$ cat config.mk
export PLATFORM = sky130hd
export DESIGN_NAME = dmem_arbiter
export DESIGN_NICKNAME = d
export VERILOG_FILES = /design/src/rtl/dmem_pkg.sv /design/src/rtl/dmem_arb_fsm.sv /design/src/rtl/dmem_arbiter.sv
export SDC_FILE = /design/constraint.sdc
export NUM_CORES = 1
export LEC_CHECK = 0
export BUFFER_PORTS_ARGS = -buffer_cell sky130_fd_sc_hd__buf_4
export CORE_AREA = 2 2 119 121
export DETAILED_ROUTE_END_ITERATION = 7
export DIE_AREA = 0 0 121 123
export PLACE_DENSITY = 0.71
export SYNTH_ARGS = -nofsm -noshare
export SYNTH_HDL_FRONTEND = slang
export SYNTH_SLANG_ARGS = --single-unit
$ cat constraint.sdc
create_clock -name clk -period 2.9 [get_ports clk]
set_input_delay 0.58 -clock clk [delete_from_list [all_inputs] [get_ports clk]]
set_output_delay 0.58 -clock clk [all_outputs]
set_load 0.05 [all_outputs]
$ cat src/rtl/dmem_pkg.sv
// Shared definitions for the data-memory arbiter: FSM encoding, word-slice
// constants and the byte-enable to bit-mask expansion.
package dmem_pkg;

    typedef enum logic [1:0] {
        ST_IDLE = 2'd0,
        ST_OWN0 = 2'd1,
        ST_OWN1 = 2'd2
    } arb_state_e;

    localparam int WORD_LSB   = 2;
    localparam int BYTE_OFS_W = 2;

    function automatic logic [31:0] be_to_mask(input logic [3:0] be);
        logic [31:0] mask;
        mask = 32'h0000_0000;
        for (int i = 0; i < 4; i++) begin
            mask[i*8 +: 8] = {8{be[i]}};
        end
        return mask;
    endfunction

endpackage

$ cat src/rtl/dmem_arb_fsm.sv
// Bounded-hold arbitration FSM: tracks the current owner and how many
// consecutive grants it has had, and produces the combinational grants.
module dmem_arb_fsm
    import dmem_pkg::*;
#(
    parameter int MAX_HOLD = 4
) (
    input  logic clk,
    input  logic rst,
    input  logic p0_req,
    input  logic p1_req,
    output logic p0_gnt,
    output logic p1_gnt
);

    localparam int HOLD_W = $clog2(MAX_HOLD + 1);
    localparam logic [HOLD_W-1:0] HOLD_MAX = HOLD_W'(MAX_HOLD);
    localparam logic [HOLD_W-1:0] HOLD_ONE = HOLD_W'(1);

    arb_state_e        state_r;
    arb_state_e        state_nxt_s;
    logic [HOLD_W-1:0] hold_cnt_r;
    logic [HOLD_W-1:0] hold_cnt_nxt_s;
    logic              gnt0_s;
    logic              gnt1_s;
    logic              hold_ok_s;

    assign hold_ok_s = (hold_cnt_r < HOLD_MAX);

    // Grant decision and next-state computation.
    always_comb begin
        gnt0_s         = 1'b0;
        gnt1_s         = 1'b0;
        state_nxt_s    = ST_IDLE;
        hold_cnt_nxt_s = {HOLD_W{1'b0}};
        case (state_r)
            ST_IDLE: begin
                gnt0_s = p0_req;
                gnt1_s = p1_req & ~p0_req;
            end
            ST_OWN0: begin
                if (p0_req && p1_req) begin
                    gnt0_s = hold_ok_s;
                    gnt1_s = ~hold_ok_s;
                end else begin
                    gnt0_s = p0_req;
                    gnt1_s = p1_req;
                end
            end
            ST_OWN1: begin
                if (p0_req && p1_req) begin
                    gnt1_s = hold_ok_s;
                    gnt0_s = ~hold_ok_s;
                end else begin
                    gnt0_s = p0_req;
                    gnt1_s = p1_req;
                end
            end
            default: begin
                gnt0_s = 1'b0;
                gnt1_s = 1'b0;
            end
        endcase

        // A repeat grant to the owner extends its run; any other grant restarts it.
        if (gnt0_s) begin
            state_nxt_s = ST_OWN0;
            if (state_r == ST_OWN0) begin
                hold_cnt_nxt_s = (hold_cnt_r == HOLD_MAX) ? hold_cnt_r : hold_cnt_r + HOLD_ONE;
            end else begin
                hold_cnt_nxt_s = HOLD_ONE;
            end
        end else if (gnt1_s) begin
            state_nxt_s = ST_OWN1;
            if (state_r == ST_OWN1) begin
                hold_cnt_nxt_s = (hold_cnt_r == HOLD_MAX) ? hold_cnt_r : hold_cnt_r + HOLD_ONE;
            end else begin
                hold_cnt_nxt_s = HOLD_ONE;
            end
        end else begin
            state_nxt_s    = ST_IDLE;
            hold_cnt_nxt_s = {HOLD_W{1'b0}};
        end
    end

    // State and hold-counter registers.
    always_ff @(posedge clk or posedge rst) begin
        if (rst) begin
            state_r    <= ST_IDLE;
            hold_cnt_r <= {HOLD_W{1'b0}};
        end else begin
            state_r    <= state_nxt_s;
            hold_cnt_r <= hold_cnt_nxt_s;
        end
    end

    assign p0_gnt = gnt0_s;
    assign p1_gnt = gnt1_s;

endmodule

$ cat src/rtl/dmem_arbiter.sv
// Two-port arbiter in front of a single-port data memory: grants one port per
// cycle, merges byte-enabled writes and returns a registered response.
module dmem_arbiter
    import dmem_pkg::*;
#(
    parameter int DATA_WIDTH = 32,
    parameter int ADR_WIDTH  = 32,
    parameter int MEM_WORDS  = 64,
    parameter int MAX_HOLD   = 4
) (
    input  logic                  clk,
    input  logic                  rst,
    input  logic                  p0_req,
    input  logic                  p0_we,
    input  logic [3:0]            p0_be,
    input  logic [ADR_WIDTH-1:0]  p0_addr,
    input  logic [DATA_WIDTH-1:0] p0_wdata,
    output logic                  p0_gnt,
    output logic                  p0_rvalid,
    output logic [DATA_WIDTH-1:0] p0_rdata,
    output logic                  p0_err,
    input  logic                  p1_req,
    input  logic                  p1_we,
    input  logic [3:0]            p1_be,
    input  logic [ADR_WIDTH-1:0]  p1_addr,
    input  logic [DATA_WIDTH-1:0] p1_wdata,
    output logic                  p1_gnt,
    output logic                  p1_rvalid,
    output logic [DATA_WIDTH-1:0] p1_rdata,
    output logic                  p1_err,
    output logic [ADR_WIDTH-1:0]  mem_a,
    output logic [DATA_WIDTH-1:0] mem_wd,
    output logic                  mem_we,
    input  logic [DATA_WIDTH-1:0] mem_rd
);

    localparam int IDX_W = ADR_WIDTH - WORD_LSB;
    localparam logic [IDX_W-1:0] IDX_LIMIT = IDX_W'(MEM_WORDS);

    logic                  gnt0_s;
    logic                  gnt1_s;
    logic                  sel_we_s;
    logic [3:0]            sel_be_s;
    logic [ADR_WIDTH-1:0]  sel_addr_s;
    logic [DATA_WIDTH-1:0] sel_wdata_s;
    logic [DATA_WIDTH-1:0] mask_s;
    logic                  err_s;
    logic                  acc0_s;
    logic                  acc1_s;

    logic                  p0_rvalid_r;
    logic                  p0_err_r;
    logic [DATA_WIDTH-1:0] p0_rdata_r;
    logic                  p1_rvalid_r;
    logic                  p1_err_r;
    logic [DATA_WIDTH-1:0] p1_rdata_r;

    dmem_arb_fsm #(
        .MAX_HOLD (MAX_HOLD)
    ) u_fsm (
        .clk    (clk),
        .rst    (rst),
        .p0_req (p0_req),
        .p1_req (p1_req),
        .p0_gnt (gnt0_s),
        .p1_gnt (gnt1_s)
    );

    assign acc0_s = p0_req & gnt0_s;
    assign acc1_s = p1_req & gnt1_s;

    // Request mux: the granted port's fields drive the memory, zeros otherwise.
    always_comb begin
        sel_we_s    = 1'b0;
        sel_be_s    = 4'b0000;
        sel_addr_s  = {ADR_WIDTH{1'b0}};
        sel_wdata_s = {DATA_WIDTH{1'b0}};
        if (gnt0_s) begin
            sel_we_s    = p0_we;
            sel_be_s    = p0_be;
            sel_addr_s  = p0_addr;
            sel_wdata_s = p0_wdata;
        end else if (gnt1_s) begin
            sel_we_s    = p1_we;
            sel_be_s    = p1_be;
            sel_addr_s  = p1_addr;
            sel_wdata_s = p1_wdata;
        end else begin
            sel_we_s    = 1'b0;
        end
    end

    assign err_s  = (acc0_s | acc1_s) &
                    ((sel_addr_s[BYTE_OFS_W-1:0] != {BYTE_OFS_W{1'b0}}) ||
                     (sel_addr_s[ADR_WIDTH-1:WORD_LSB] >= IDX_LIMIT));
    assign mask_s = be_to_mask(sel_be_s);

    assign mem_a  = sel_addr_s;
    assign mem_wd = (mem_rd & ~mask_s) | (sel_wdata_s & mask_s);
    // Empty byte enables and faulting requests never reach the array; reset blocks commits.
    assign mem_we = (acc0_s | acc1_s) & sel_we_s & (|sel_be_s) & ~err_s & ~rst;

    // Response registers; rdata/err only update on an acceptance for that port.
    always_ff @(posedge clk or posedge rst) begin
        if (rst) begin
            p0_rvalid_r <= 1'b0;
            p0_err_r    <= 1'b0;
            p0_rdata_r  <= {DATA_WIDTH{1'b0}};
            p1_rvalid_r <= 1'b0;
            p1_err_r    <= 1'b0;
            p1_rdata_r  <= {DATA_WIDTH{1'b0}};
        end else begin
            p0_rvalid_r <= acc0_s;
            p1_rvalid_r <= acc1_s;
            if (acc0_s) begin
                p0_err_r   <= err_s;
                p0_rdata_r <= err_s ? {DATA_WIDTH{1'b0}} : mem_rd;
            end
            if (acc1_s) begin
                p1_err_r   <= err_s;
                p1_rdata_r <= err_s ? {DATA_WIDTH{1'b0}} : mem_rd;
            end
        end
    end

    assign p0_gnt    = gnt0_s;
    assign p1_gnt    = gnt1_s;
    assign p0_rvalid = p0_rvalid_r;
    assign p0_err    = p0_err_r;
    assign p0_rdata  = p0_rdata_r;
    assign p1_rvalid = p1_rvalid_r;
    assign p1_err    = p1_err_r;
    assign p1_rdata  = p1_rdata_r;

endmodule
=== Word-level counts from Yosys, hierarchy flattened ===
Index checks and enable logic that the tools add are counted.

* Muxes and demuxes: 22
* Equal/unequal tests: 3
* $add $sub $neg: 1
* $lt $le $gt $ge: 2
* Reductions and logical operators: 5
* Bitwise operators: 17

{| class="wikitable"
|+ Operator list
! cell !! count
|-
| $mux W32 || 5
|-
| $and A32 B32 Y32 || 2
|-
| $not A32 Y32 || 1
|-
| $or A32 B32 Y32 || 1
|-
| $ge A30 B7 Y1 const B || 1
|-
| $mux W3 || 5
|-
| $and A1 B1 Y1 || 8
|-
| $mux W4 || 2
|-
| $mux W1 || 6
|-
| $pmux W1 S3 || 2
|-
| $mux W2 || 2
|-
| $not A1 Y1 || 4
|-
| $reduce_or A4 Y1 || 1
|-
| $add A3 B1 Y3 const B || 1
|-
| $eq A3 B3 Y1 const B || 1
|-
| $lt A3 B3 Y1 const B || 1
|-
| $eq A2 B1 Y1 const B || 1
|-
| $eq A2 B2 Y1 const B || 1
|-
| $logic_not A2 Y1 || 1
|-
| $reduce_bool A2 Y1 || 1
|-
| $logic_and A1 B1 Y1 || 1
|-
| $logic_or A1 B1 Y1 || 1
|-
| $or A1 B1 Y1 || 1
|}

* Flip-flop bits (word level): 73
* Bits of input ports: 174

=== Logic depth before layout (Yosys ltp) ===
Gate-level depths: netlist of the first run.

* Word-level depth: 12
* Mapped depth: 8

=== By module ===
From an unflattened synthesis of the first run, not the netlist that was laid out.

* Cells, all modules: 515
* Area total of the unflattened synthesis: 4423.0 sq um

{| class="wikitable"
|+ Modules (own cells, without submodules)
! module !! area each (sq um) !! cells an instance !! times used
|-
| dmem_arbiter || 4101.4 || 480 || 1
|-
| dmem_arb_fsm || 321.6 || 35 || 1
|}

=== Least setup slack after synthesis of the first run ===
OpenSTA, ideal clock, no wires.

* Path type: input -> output
* Start point: input p1_addr[8]
* End point: output mem_we
* Setup slack: -734 ps
* Stages on the path: 4
* Data arrival time: 3054 ps
* Data required time: 2320 ps
* Path buffers: 0
* Path through: or4_1 nor4_4 o22ai_1 nor4_1

* Cells in the longest elaborated chain, start to end: 8

{| class="wikitable"
|+ RTL lines
! element !! RTL line !! source
|-
| start, declared || dmem_arbiter.sv:25 || <nowiki>input logic [ADR_WIDTH-1:0] p1_addr,</nowiki>
|-
| $mux W32 || dmem_arbiter.sv:83 || <nowiki>end else if (gnt1_s) begin</nowiki>
|-
| $mux W32 || dmem_arbiter.sv:78 || <nowiki>if (gnt0_s) begin</nowiki>
|-
| $ge A30 B7 Y1 || dmem_arbiter.sv:95 || <nowiki>(sel_addr_s[ADR_WIDTH-1:WORD_LSB] >= IDX_LIMIT));</nowiki>
|-
| $logic_or A1 B1 Y1 || dmem_arbiter.sv:94 || <nowiki>((sel_addr_s[BYTE_OFS_W-1:0] != {BYTE_OFS_W{1'b0}}) ||</nowiki>
|-
| $and A1 B1 Y1 || dmem_arbiter.sv:93 || <nowiki>assign err_s = (acc0_s | acc1_s) &</nowiki>
|-
| $not A1 Y1 || dmem_arbiter.sv:101 || <nowiki>assign mem_we = (acc0_s | acc1_s) & sel_we_s & (|sel_be_s) & ~err_s & ~rst;</nowiki>
|-
| $and A1 B1 Y1 (2 in a row) || dmem_arbiter.sv:101 ||
|-
| end, declared || dmem_arbiter.sv:33 || <nowiki>output logic mem_we,</nowiki>
|}

No other way between the ends.

=== Worst setup path after layout of the first run ===
* Start point: register u_fsm.hold_cnt_r[2]
* End point: output mem_we

* Cells in the longest elaborated chain, start to end: 12

{| class="wikitable"
|+ RTL lines
! element !! RTL line !! source
|-
| start, declared || dmem_arb_fsm.sv:22 || <nowiki>logic [HOLD_W-1:0] hold_cnt_r;</nowiki>
|-
| start signal, assigned || dmem_arb_fsm.sv:90 || <nowiki>hold_cnt_r <= {HOLD_W{1'b0}};</nowiki>
|-
| start signal, assigned || dmem_arb_fsm.sv:93 || <nowiki>hold_cnt_r <= hold_cnt_nxt_s;</nowiki>
|-
| $lt A3 B3 Y1 * || dmem_arb_fsm.sv:28 || <nowiki>assign hold_ok_s = (hold_cnt_r < HOLD_MAX);</nowiki>
|-
| $not A1 Y1 || dmem_arb_fsm.sv:44, dmem_arb_fsm.sv:53 ||
|-
| $mux W1 || dmem_arb_fsm.sv:42 || <nowiki>if (p0_req && p1_req) begin</nowiki>
|-
| $pmux W1 S3 || dmem_arb_fsm.sv:36 || <nowiki>case (state_r)</nowiki>
|-
| $mux W32 || dmem_arbiter.sv:83 ||
|-
| $mux W32 || dmem_arbiter.sv:78 ||
|-
| $ge A30 B7 Y1 or $reduce_bool A2 Y1 (tied branches) || dmem_arbiter.sv:95, dmem_arbiter.sv:94 ||
|-
| $logic_or A1 B1 Y1 || dmem_arbiter.sv:94 ||
|-
| $and A1 B1 Y1 || dmem_arbiter.sv:93 ||
|-
| $not A1 Y1 || dmem_arbiter.sv:101 ||
|-
| $and A1 B1 Y1 * (2 in a row) || dmem_arbiter.sv:101 ||
|}

Mark *: on every way between the ends. The rest lies on a longest branch, timed or not.

==> results of run 1 <==
per-layer routing:
layer  share of wire (%)  track usage [%]  wire [um]
met5                   0                0          0
met4                 1.5             6.18        281
met3                 7.3             5.49       1340
met2                  51             38.4       9370
met1                  40             28.2       7450
timing repair:
item	4_1_cts	5_1_grt
gates resized for setup	15	54
endpoints found under the hold margin	0	0
gates cloned	0	5
endpoints found under the setup margin	35	47
pin swaps	1	12
buffers inserted	2	6
synth_stat cells:
cell	n	share of area, %
a21oi_1	3	0.37
a22o_1	32	6.8
a22oi_1	33	6.0
a22oi_2	5	1.5
a31oi_1	2	0.31
a32o_1	1	0.24
and2_1	1	0.15
buf_1	2	0.18
buf_2	12	1.5
buf_4	1	0.18
clkbuf_1	26	2.4
dfrtp_1	73	45
ha_1	2	0.61
inv_1	4	0.37
inv_2	5	0.46
mux2i_1	1	0.24
nand2_1	104	9.5
nand2b_1	2	0.31
nand3_1	34	4.2
nand3_2	1	0.24
nand3b_1	1	0.18
nor2_1	5	0.46
nor2b_1	1	0.15
nor4_1	13	2.0
nor4_4	1	0.52
o211a_1	2	0.49
o211ai_4	1	0.52
o21ai_1	65	7.9
o22ai_1	1	0.15
o2bb2ai_1	32	6.8
or4_1	2	0.37
xnor2_1	1	0.21
power groups by stage:
stage	registers (mW)	logic [mW]	clock network, mW
global placement	1.05	1.23	0
CTS	1.03	1.27	1.30
finish	1.04	1.37	1.27
floorplan	1.06	0.731	0
detailed placement	1.05	1.24	0
global route	1.04	1.43	1.34
final cells by class:
cell class                      count  share of cell area, %
Timing Repair Buffer              342                   37.4
Multi-Input combinational cell    346                   30.3
Sequential cell                    73                   24.2
Clock buffer                       10                   3.03
Tap cell                          180                   2.98
Clock inverter                      5                   1.38
Inverter                            9                  0.564
Timing Repair inverter              1                  0.116
cell families (layout without fill, tap and decap cells):
logic type / Yosys count / after routing
adders and majority gates: 2 / 2
and+or+nand+nor: 165 / 165
buffers and inverters: 50 / 367
muxes: 1 / 1
AOI/OAI and AO/OA: 177 / 177
xor gates and xnor gates: 1 / 1
DFF: 73 / 73
path summary, 6_finish.rpt:
check,start,endpoint,cells after the start
worst max-delay path,u_fsm.hold_cnt_r[2],mem_we,8
worst min-delay path,rst,p0_rdata[0],2
worst max register to register,u_fsm.hold_cnt_r[2],p0_rdata[16],10
worst min register to register,p0_rdata[12],p0_rdata[12],2
max in group asynchronous,rst,p0_rdata[3],3
min in group clk,p0_rdata[12],p0_rdata[12],2
sequential cells by signal (all words and copies together) (netlist names):
register	flops
p0_rvalid	1
p1_err	1
u_fsm.state_r	2
p1_rdata	32
u_fsm.hold_cnt_r	3
p1_rvalid	1
p0_rdata	32
p0_err	1
through the flow:
stage / hold WS (ns) / cell area (um^2) / setup slack [ns]
after global placement: 0.472 / 6840 / 0.135
after global routing: 0.400 / 7550 / -0.0787
after floorplan: 0.595 / 4230 / 0.132
after detailed placement: 0.477 / 6840 / 0.149
final: 0.365 / 7550 / 0.000686
after CTS: 0.384 / 7250 / 0.00703
worst reg2reg max path: cells and delay by family, from the launching register on:
kind / cells / cell delay, ns
buffers and inverters: 5 / 0.73
AOI/OAI and AO/OA: 3 / 0.62
DFF: 1 / 0.44
muxes: 1 / 0.17
and+or+nand+nor: 1 / 0.06
cell usage in the layout (no fill, tap or decap), types with 5 or more instances in the layout:
master       n
buf_4      297
nand2_1     95
dfrtp_1     72
buf_6       37
nand3_1     34
o21ai_1     32
o2bb2ai_1   32
a22o_1      32
o21ai_2     31
a22oi_1     24
a22oi_2     14
nor4_1      12
clkbuf_16   11
nand2_2      9
nor2_1       5
==> flow_results.xml, run 1 <==
<?xml version="1.0" encoding="UTF-8"?>
<metrics>
  <group name="synth">
    <metric name="synth_simple_gate_area_share" unit="%">18.0</metric>
    <metric name="dominant_combinational_cell_family_by_area_after_synthesis" unit="">compound AO/OA/AOI/OAI gates</metric>
    <metric name="number_of_instances_in_the_synthesized_netlist" unit="">469</metric>
    <metric name="synthesis.area" unit="um^2">4100</metric>
    <metric name="synthesis.yosys.warnings" unit="">0</metric>
    <metric name="post_synth.cell_area_avg" unit="um^2">8.74</metric>
    <metric name="syn_nets" unit="">645</metric>
    <metric name="synth_compound_area_share" unit="%">31.3</metric>
    <metric name="sequential_area_share_after_synthesis" unit="%">44.6</metric>
    <metric name="synth-xor-area-share" unit="%">0.214</metric>
    <metric name="synth_adder_area_share" unit="%">0.611</metric>
    <metric name="synth_cell_types" unit="">32</metric>
    <metric name="synth.ff_latch_count" unit="">73</metric>
    <metric name="multiplexer_share_of_the_synthesized_area" unit="%">0.244</metric>
  </group>
  <group name="worst_setup_path">
    <metric name="critical_path.slowest_cell" unit="">dfrtp_2</metric>
    <metric name="critical_path_class" unit="">reg -&gt; out</metric>
    <metric name="element_type_at_the_critical_path_start" unit="">flop</metric>
    <metric name="timing.critical_path.fanout_max" unit="">5</metric>
    <metric name="worstPathCellList" unit="">mux2i_2 -&gt; buf_4 -&gt; o211ai_4 -&gt; clkinv_4 -&gt; a22oi_2 -&gt; o21ai_4 -&gt; nor4_4 -&gt; buf_6</metric>
    <metric name="r2r_setup_slack" unit="ns">0.80</metric>
    <metric name="worstPathArrival" unit="ns">2.32</metric>
    <metric name="max_stage_delay" unit="ns">0.44</metric>
    <metric name="worst_ep_required_time" unit="ns">2.32</metric>
    <metric name="worstPathBufferInverterCount" unit="">3</metric>
    <metric name="kind_of_cell_adding_the_most_delay_to_the_critical_path" unit="">compound AO/OA/AOI/OAI gates</metric>
    <metric name="critical_path.endpoint_type" unit="">primary output</metric>
  </group>
  <group name="detailed_routing">
    <metric name="dr_total_vias" unit="">5204</metric>
    <metric name="totalWireLength" unit="um">18400</metric>
    <metric name="route.antenna.remaining_nets" unit="">0</metric>
    <metric name="wire_per_inst" unit="um">19.1</metric>
    <metric name="drt_drc_violations_left" unit="">0</metric>
    <metric name="first_pass_iters" unit="">5</metric>
    <metric name="first_iter_violations" unit="">348</metric>
    <metric name="vias_per_cell" unit="">5.39</metric>
  </group>
  <group name="floorplanning">
    <metric name="die_width" unit="um">121</metric>
    <metric name="start_util" unit="%">30.1</metric>
    <metric name="die_area" unit="um^2">14900</metric>
    <metric name="num_rows" unit="">43</metric>
    <metric name="ios" unit="">309</metric>
    <metric name="placeableCoreArea" unit="um^2">13600</metric>
    <metric name="fp.dieH" unit="um">123</metric>
  </group>
  <group name="layout">
    <metric name="nets" unit="">958</metric>
    <metric name="growth_of_design_area_from_synthesis_to_finish" unit="%">84.2</metric>
    <metric name="fill_cells" unit="">1248</metric>
    <metric name="final_core_area_utilization" unit="%">55.4</metric>
    <metric name="drive_gt1_share" unit="%">54.1</metric>
    <metric name="instances_no_fill" unit="">966</metric>
    <metric name="ff_latch_area" unit="um^2">1830</metric>
    <metric name="count_of_inserted_antenna_diode_cells" unit="">0</metric>
    <metric name="multi_input_comb_area" unit="um^2">2290</metric>
  </group>
  <group name="global_route">
    <metric name="grt_start_max_net_pins" unit="">52</metric>
    <metric name="antenna_violations_before_repair" unit="">0</metric>
    <metric name="congestion_overflow_gr" unit="">0</metric>
    <metric name="vias_in_the_first_global_route" unit="">4950</metric>
    <metric name="globalRouteTotalUtil" unit="%">22.4</metric>
    <metric name="grt_pass1_wl" unit="um">26300</metric>
  </group>
  <group name="power_and_ir_drop">
    <metric name="irDropWorstVdd" unit="mV">0.300</metric>
    <metric name="cellLeakagePower" unit="nW">3.62</metric>
    <metric name="internal_power" unit="mW">2.39</metric>
    <metric name="net_switching" unit="mW">1.28</metric>
    <metric name="power_switching_share" unit="%">34.8</metric>
    <metric name="power.sequential.fraction" unit="%">28.2</metric>
    <metric name="power-per-cell-area" unit="nW/um^2">487</metric>
    <metric name="clkPwrFrac" unit="%">34.6</metric>
    <metric name="combinational_share_of_power" unit="%">37.2</metric>
    <metric name="overall_power" unit="mW">3.67</metric>
  </group>
  <group name="clock_tree">
    <metric name="clkTransAtPathRegs" unit="ns">0.06</metric>
    <metric name="clock_sink_count" unit="">73</metric>
    <metric name="cts_root_buffer" unit="">clkbuf_16</metric>
    <metric name="cts_made_buffers" unit="">9</metric>
    <metric name="cts-htree-levels" unit="">3</metric>
    <metric name="cts_hold_buffers" unit="">0</metric>
    <metric name="cts-root-to-sink-buffers" unit="">2</metric>
    <metric name="cts_tree" unit="">done</metric>
    <metric name="clk_latency" unit="ns">0.33</metric>
  </group>
  <group name="place">
    <metric name="post-place-cells" unit="">938</metric>
    <metric name="placement.io_buffers" unit="">308</metric>
    <metric name="dpl.hpwl" unit="um">13300</metric>
    <metric name="finalWeightedCongestion" unit="">0.875</metric>
  </group>
  <group name="timing">
    <metric name="maxSlewViolCount" unit="">0</metric>
    <metric name="maxClockFrequency" unit="MHz">345</metric>
    <metric name="final-setup-viol-count" unit="">0</metric>
    <metric name="period_minus_slack" unit="ns">2.90</metric>
    <metric name="skew" unit="ns">0.00514</metric>
    <metric name="relSlewSlack" unit="%">52.7</metric>
    <metric name="worst-slew-pin-transition" unit="ns">0.709</metric>
    <metric name="finalHoldViolations" unit="">0</metric>
    <metric name="min_period_over_period" unit="%">100</metric>
    <metric name="setup_tns" unit="ns">0</metric>
    <metric name="rsz0062_at_grt" unit="">true</metric>
  </group>
  <group name="run">
    <metric name="drv.max_cap_violation_count" unit="">0</metric>
  </group>
  <group name="outcome">
    <metric name="run_status" unit="">completed</metric>
  </group>
  <group name="worst_hold_path">
    <metric name="hold_class" unit="">in -&gt; async</metric>
  </group>
</metrics>
No activity file was read; power rests on OpenSTA's default activity.
==> inputs of run 2 (changes only) <==
--- a/config.mk
+++ b/config.mk
@@ -6,10 +6,11 @@
 export NUM_CORES = 1
 export LEC_CHECK = 0
 export BUFFER_PORTS_ARGS = -buffer_cell sky130_fd_sc_hd__buf_4
-export CORE_AREA = 2 2 119 121
+export CORE_MARGIN = 2
+export CORE_UTILIZATION = 30
 export DETAILED_ROUTE_END_ITERATION = 7
-export DIE_AREA = 0 0 121 123
 export PLACE_DENSITY = 0.71
+export SLEW_MARGIN = 20
 export SYNTH_ARGS = -nofsm -noshare
 export SYNTH_HDL_FRONTEND = slang
 export SYNTH_SLANG_ARGS = --single-unit
==> flow_results.xml, run 2 (synthesis gave the netlist of run 1 again) <==
<?xml version="1.0" encoding="UTF-8"?>
<metrics>
  <group name="outcome">
    <metric name="run_status" unit="">completed</metric>
  </group>
  <group name="clock_tree">
    <metric name="clock_sink_count" unit="">73</metric>
    <metric name="cts_made_buffers" unit="">9</metric>
    <metric name="cts-root-to-sink-buffers" unit="">2</metric>
    <metric name="cts-htree-levels" unit="">3</metric>
    <metric name="clkTransAtPathRegs" unit="ns">0.06</metric>
    <metric name="cts_root_buffer" unit="">clkbuf_16</metric>
    <metric name="cts_tree" unit="">done</metric>
    <metric name="clk_latency" unit="ns">0.33</metric>
  </group>
  <group name="global_route">
    <metric name="grt_pass1_wl" unit="um">27300</metric>
    <metric name="congestion_overflow_gr" unit="">0</metric>
    <metric name="antenna_violations_before_repair" unit="">1</metric>
    <metric name="vias_in_the_first_global_route" unit="">5133</metric>
    <metric name="globalRouteTotalUtil" unit="%">24.0</metric>
    <metric name="grt_start_max_net_pins" unit="">74</metric>
  </group>
  <group name="detailed_routing">
    <metric name="totalWireLength" unit="um">18500</metric>
    <metric name="dr_total_vias" unit="">5188</metric>
    <metric name="first_pass_iters" unit="">8</metric>
    <metric name="drt_drc_violations_left" unit="">0</metric>
    <metric name="vias_per_cell" unit="">5.38</metric>
    <metric name="wire_per_inst" unit="um">19.2</metric>
    <metric name="route.antenna.remaining_nets" unit="">0</metric>
    <metric name="first_iter_violations" unit="">284</metric>
  </group>
  <group name="timing">
    <metric name="worst-slew-pin-transition" unit="ns">0.920</metric>
    <metric name="maxClockFrequency" unit="MHz">352</metric>
    <metric name="final-setup-viol-count" unit="">0</metric>
    <metric name="maxSlewViolCount" unit="">0</metric>
    <metric name="min_period_over_period" unit="%">97.9</metric>
    <metric name="skew" unit="ns">0.00764</metric>
    <metric name="period_minus_slack" unit="ns">2.84</metric>
    <metric name="finalHoldViolations" unit="">0</metric>
    <metric name="rsz0062_at_grt" unit="">true</metric>
    <metric name="worst_hold_slack" unit="ns">0.483</metric>
    <metric name="relSlewSlack" unit="%">38.7</metric>
    <metric name="postLayoutSetupSlackWorst" unit="ns">0.0597</metric>
  </group>
  <group name="layout">
    <metric name="drive_gt1_share" unit="%">53.0</metric>
    <metric name="final_common_cell" unit="">buf_4</metric>
    <metric name="final_core_area_utilization" unit="%">55.3</metric>
    <metric name="most-common-layout-cells" unit="">323 x buf_4, 98 x nand2_1, 73 x dfrtp_1</metric>
    <metric name="nets" unit="">958</metric>
    <metric name="growth_of_design_area_from_synthesis_to_finish" unit="%">79.4</metric>
    <metric name="fill_cells" unit="">1227</metric>
    <metric name="instances_no_fill" unit="">964</metric>
  </group>
  <group name="floorplanning">
    <metric name="ios" unit="">309</metric>
    <metric name="die_width" unit="um">121</metric>
    <metric name="die_area" unit="um^2">14600</metric>
    <metric name="fp.dieH" unit="um">121</metric>
    <metric name="start_util" unit="%">30.8</metric>
    <metric name="placeableCoreArea" unit="um^2">13300</metric>
    <metric name="num_rows" unit="">42</metric>
  </group>
  <group name="power_and_ir_drop">
    <metric name="power-per-cell-area" unit="nW/um^2">476</metric>
    <metric name="overall_power" unit="mW">3.50</metric>
    <metric name="cellLeakagePower" unit="nW">3.57</metric>
    <metric name="irDropWorstVdd" unit="mV">0.346</metric>
  </group>
  <group name="worst_setup_path">
    <metric name="worst_ep_required_time" unit="ns">2.32</metric>
    <metric name="timing.critical_path.fanout_max" unit="">8</metric>
    <metric name="element_type_at_the_critical_path_start" unit="">flop</metric>
    <metric name="worst_setup_path_startpoint" unit="">u_fsm.hold_cnt_r[2]</metric>
    <metric name="critical_path_class" unit="">reg -&gt; out</metric>
    <metric name="r2r_start" unit="">u_fsm.hold_cnt_r[2]</metric>
    <metric name="r2r_setup_slack" unit="ns">0.75</metric>
    <metric name="critical_path.endpoint_type" unit="">primary output</metric>
    <metric name="worstPathArrival" unit="ns">2.26</metric>
  </group>
  <group name="worst_hold_path">
    <metric name="hold_class" unit="">reg -&gt; reg</metric>
    <metric name="worst_hold_startpoint" unit="">p0_rdata[27]</metric>
  </group>
  <group name="place">
    <metric name="post-place-cells" unit="">937</metric>
    <metric name="placement.io_buffers" unit="">308</metric>
    <metric name="dpl.hpwl" unit="um">13700</metric>
    <metric name="preCtsSetupSlack" unit="ns">-0.0490</metric>
    <metric name="finalWeightedCongestion" unit="">0.903</metric>
  </group>
  <group name="run">
    <metric name="drv.max_cap_violation_count" unit="">0</metric>
  </group>
</metrics>
==> run 2: changes by cell type in the layout (fill, tap and decap cells not counted), sizes merged <==
cell      previous run  this run
clkinv               3         1
clkbuf              12        13
diode                0         1
buf                340       342
clkinvlp             0         2
bufinv               3         1
==> run 2: worst paths after layout <==
kind,end,cells past startpoint
worst max-delay path,mem_wd[26],11
worst min-delay path,p0_rdata[27],2
worst max register to register,p0_rdata[20],10
worst min register to register,p0_rdata[27],2
max in group asynchronous,p0_err,3
min in group asynchronous,p0_rdata[1],3
==> run 2: timing repair <==
action,CTS,global route
cloned,1,1
hold buffers,0,0
setup endpoints to repair,33,33
setup buffers,6,2
resized for setup,7,24
pin swaps,5,5
==> run 2: layout make-up <==
type / instances / area [um^2] / share of cell area [%]
clock inverter: 4 / 50.0 / 0.681
inverter: 9 / 43.8 / 0.596
antenna: 1 / 2.50 / 0.0340
tap: 176 / 220 / 3.00
sequential: 73 / 1830 / 24.9
multi-input combinational: 346 / 2240 / 30.5
clock buffer: 12 / 267 / 3.63
timing repair buffer: 343 / 2700 / 36.7
==> run 2: worst max-delay path, cell delays in order, from the launching register on <==
cell and delay (ns):
dfrtp_1 0.39, mux2i_2 0.32, nand2_1 0.14, nand3_4 0.11, inv_8 0.06, buf_4 0.14
a22oi_2 0.17, buf_6 0.15, buf_12 0.14, nand2_1 0.07, o21ai_2 0.06, buf_6 0.17
==> run 2: where the power goes <==
part           total, mW  internal (mW)  switching [mW]
logic               1.31          0.492           0.819
clock network       1.15          0.735           0.419
registers           1.03           1.03         0.00636
total               3.50           2.25            1.24
==> run 2: through the flow <==
step | instance area, um^2 | TNS (ns)
CTS | 7230 | -0.0375
finish | 7350 | 0
global route | 7350 | -0.238
floorplan | 4230 | 0
global placement | 6810 | -0.0638
detailed placement | 6810 | -0.0490
==> run 2: metal layers <==
layer | vias to the layer above | share of wire [%] | GRT usage (%)
met1 | 2522 | 38 | 29.1
li1 | 2370 | - | -
met5 | - | 0 | 0
met2 | 267 | 52 | 41.9
met4 | 0 | 2.4 | 8.58
met3 | 29 | 7.8 | 5.12
==> inputs of run 3 (changes only) <==
==> constraint.sdc (replaced) <==
create_clock -name clk -period 2.9 [get_ports clk]
set_input_delay 0.435 -clock clk [delete_from_list [all_inputs] [get_ports clk]]
set_output_delay 0.435 -clock clk [all_outputs]
set_load 0.05 [all_outputs]
==> flow_results.xml, run 3 (synthesis gave the netlist of run 1 again) <==
<?xml version="1.0" encoding="UTF-8"?>
<metrics>
  <group name="outcome">
    <metric name="run_status" unit="">completed</metric>
  </group>
  <group name="floorplanning">
    <metric name="ios" unit="">309</metric>
    <metric name="start_util" unit="%">30.8</metric>
    <metric name="placeableCoreArea" unit="um^2">13300</metric>
    <metric name="num_rows" unit="">42</metric>
    <metric name="die_area" unit="um^2">14600</metric>
    <metric name="die_width" unit="um">121</metric>
    <metric name="fp.dieH" unit="um">121</metric>
  </group>
  <group name="worst_setup_path">
    <metric name="critical_path.slowest_cell" unit="">dfrtp_2</metric>
    <metric name="element_type_at_the_critical_path_start" unit="">flop</metric>
    <metric name="timing.critical_path.fanout_max" unit="">16</metric>
    <metric name="worst_ep_required_time" unit="ns">2.47</metric>
    <metric name="worst_r2r_endpoint" unit="">p1_rdata[30]</metric>
    <metric name="ff2ff_path_depth" unit="">8</metric>
    <metric name="worstPathCellList" unit="">mux2i_4 -&gt; nand2_1 -&gt; nand3_2 -&gt; clkinv_2 -&gt; buf_4 -&gt; a22oi_2 -&gt; buf_4 -&gt; nand2_1 -&gt; o21ai_1 -&gt; buf_4</metric>
    <metric name="worstPathArrival" unit="ns">2.33</metric>
    <metric name="r2r_start" unit="">u_fsm.hold_cnt_r[2]</metric>
    <metric name="cell_seen_most_often_among_critical_path_stages" unit="">buf_4</metric>
    <metric name="r2r_setup_slack" unit="ns">0.90</metric>
    <metric name="max_stage_delay" unit="ns">0.43</metric>
    <metric name="critical_path.endpoint_type" unit="">primary output</metric>
    <metric name="critical_path_class" unit="">reg -&gt; out</metric>
  </group>
  <group name="clock_tree">
    <metric name="cts_hold_buffers" unit="">0</metric>
    <metric name="cts_root_buffer" unit="">clkbuf_16</metric>
    <metric name="cts-root-to-sink-buffers" unit="">2</metric>
    <metric name="cts_tree" unit="">done</metric>
    <metric name="clk_latency" unit="ns">0.33</metric>
    <metric name="cts-htree-levels" unit="">3</metric>
    <metric name="cts_made_buffers" unit="">9</metric>
    <metric name="clock_sink_count" unit="">73</metric>
    <metric name="clkTransAtPathRegs" unit="ns">0.05</metric>
  </group>
  <group name="run">
    <metric name="drv.max_cap_violation_count" unit="">0</metric>
  </group>
  <group name="timing">
    <metric name="postLayoutSetupSlackWorst" unit="ns">0.140</metric>
    <metric name="worst-slew-pin-transition" unit="ns">0.562</metric>
    <metric name="period_minus_slack" unit="ns">2.76</metric>
    <metric name="maxClockFrequency" unit="MHz">362</metric>
    <metric name="finalHoldViolations" unit="">0</metric>
    <metric name="min_period_over_period" unit="%">95.2</metric>
    <metric name="relSlewSlack" unit="%">62.4</metric>
    <metric name="worst_hold_slack" unit="ns">0.194</metric>
    <metric name="skew" unit="ns">0.00403</metric>
    <metric name="setup_tns" unit="ns">0</metric>
    <metric name="rsz0062_at_grt" unit="">true</metric>
    <metric name="maxSlewViolCount" unit="">0</metric>
    <metric name="final-setup-viol-count" unit="">0</metric>
  </group>
  <group name="power_and_ir_drop">
    <metric name="power-per-cell-area" unit="nW/um^2">470</metric>
    <metric name="irDropWorstVdd" unit="mV">0.236</metric>
    <metric name="cellLeakagePower" unit="nW">3.38</metric>
    <metric name="combinational_share_of_power" unit="%">36.4</metric>
    <metric name="power.sequential.fraction" unit="%">31.9</metric>
    <metric name="clkPwrFrac" unit="%">31.7</metric>
    <metric name="net_switching" unit="mW">1.17</metric>
    <metric name="internal_power" unit="mW">2.08</metric>
    <metric name="power_switching_share" unit="%">36.1</metric>
  </group>
  <group name="global_route">
    <metric name="grt_start_max_net_pins" unit="">62</metric>
    <metric name="grt_pass1_wl" unit="um">26600</metric>
    <metric name="antenna_violations_before_repair" unit="">0</metric>
    <metric name="congestion_overflow_gr" unit="">0</metric>
    <metric name="globalRouteTotalUtil" unit="%">23.4</metric>
    <metric name="vias_in_the_first_global_route" unit="">4915</metric>
  </group>
  <group name="detailed_routing">
    <metric name="dr_total_vias" unit="">4915</metric>
    <metric name="wire_per_inst" unit="um">18.7</metric>
    <metric name="route.antenna.remaining_nets" unit="">0</metric>
    <metric name="first_pass_iters" unit="">5</metric>
    <metric name="first_iter_violations" unit="">268</metric>
    <metric name="vias_per_cell" unit="">5.20</metric>
    <metric name="drt_drc_violations_left" unit="">0</metric>
    <metric name="totalWireLength" unit="um">17700</metric>
  </group>
  <group name="place">
    <metric name="finalWeightedCongestion" unit="">0.809</metric>
    <metric name="placement.io_buffers" unit="">308</metric>
    <metric name="dpl.hpwl" unit="um">13500</metric>
    <metric name="post-place-cells" unit="">930</metric>
    <metric name="dpl_cell_area" unit="um^2">6630</metric>
    <metric name="preCtsSetupSlack" unit="ns">0.287</metric>
  </group>
  <group name="layout">
    <metric name="instances_no_fill" unit="">946</metric>
    <metric name="count_of_inserted_antenna_diode_cells" unit="">0</metric>
    <metric name="most-common-layout-cells" unit="">323 x buf_4, 104 x nand2_1, 72 x dfrtp_1</metric>
    <metric name="growth_of_design_area_from_synthesis_to_finish" unit="%">69.0</metric>
    <metric name="final_design_area_no_fill" unit="um^2">6930</metric>
    <metric name="drive_gt1_share" unit="%">46.4</metric>
    <metric name="final_common_cell" unit="">buf_4</metric>
    <metric name="nets" unit="">941</metric>
  </group>
  <group name="worst_hold_path">
    <metric name="hold_class" unit="">in -&gt; async</metric>
  </group>
</metrics>
[run 3: cell types whose count changed in the layout (fill, tap and decap cells not counted), sizes merged]
cell	delta
buf	-16
clkbuf	+1
clkinvlp	-1
bufinv	-1
inv	-1
diode	-1
clkinv	+1
[run 3: worst max path at each step]
stage | cells past startpoint | from | slack [ns] | end
after floorplan | 7 | u_fsm.hold_cnt_r[2] | 0.02 | mem_we
after global routing | 8 | u_fsm.hold_cnt_r[2] | -0.01 | mem_we
after global placement | 7 | p1_addr[14] | 0.25 | mem_we
after detailed placement | 7 | p1_addr[14] | 0.29 | mem_we
final | 10 | u_fsm.hold_cnt_r[2] | 0.14 | mem_wd[8]
after CTS | 10 | u_fsm.hold_cnt_r[2] | 0.01 | mem_wd[25]
[run 3: routing by layer]
metal	vias to the layer above	track usage, %	share of wire [%]
met5	-	0	0
met4	0	7.34	1.7
met3	20	4.51	7.1
met2	235	42.9	53
met1	2334	27.2	39
li1	2326	-	-
[run 3: critical path: cells and delay by family (launching register included)]
family	cells	cell delay, ns
buffers and inverters	4	0.81
flip-flops	1	0.43
multiplexers	1	0.28
AND/OR/NAND/NOR	3	0.25
AO/OA/AOI/OAI	2	0.21
[run 3: cell type report]
cell class | count | area (um^2)
multi-input cells | 346 | 2090
repair buffers | 326 | 2480
well taps | 176 | 220
flip-flops and latches | 73 | 1830
clock inverters | 2 | 12.5
clock buffers | 14 | 264
fillers | 1281 | 6370
inverters | 9 | 37.5
[run 3: what timing repair did]
item                       4_1_cts  5_1_grt
gates resized for setup          1        4
buffers inserted                 0        0
setup endpoints to repair        4       24
pin swaps                        0        0
[run 3: stage by stage]
stage	total power [mW]	utilization [%]
after floorplan	1.75	-
after global placement	2.22	49.9
after detailed placement	2.24	49.9
after CTS	3.28	52.0
after global routing	3.38	52.1
final	3.25	52.1
[run 3: power groups by stage]
stage	registers, mW	clock network, mW	logic [mW]
finish	1.04	1.03	1.18
global route	1.04	1.09	1.25
CTS	1.04	1.06	1.19
detailed placement	1.05	0	1.19
global placement	1.05	0	1.17
floorplan	1.06	0	0.691
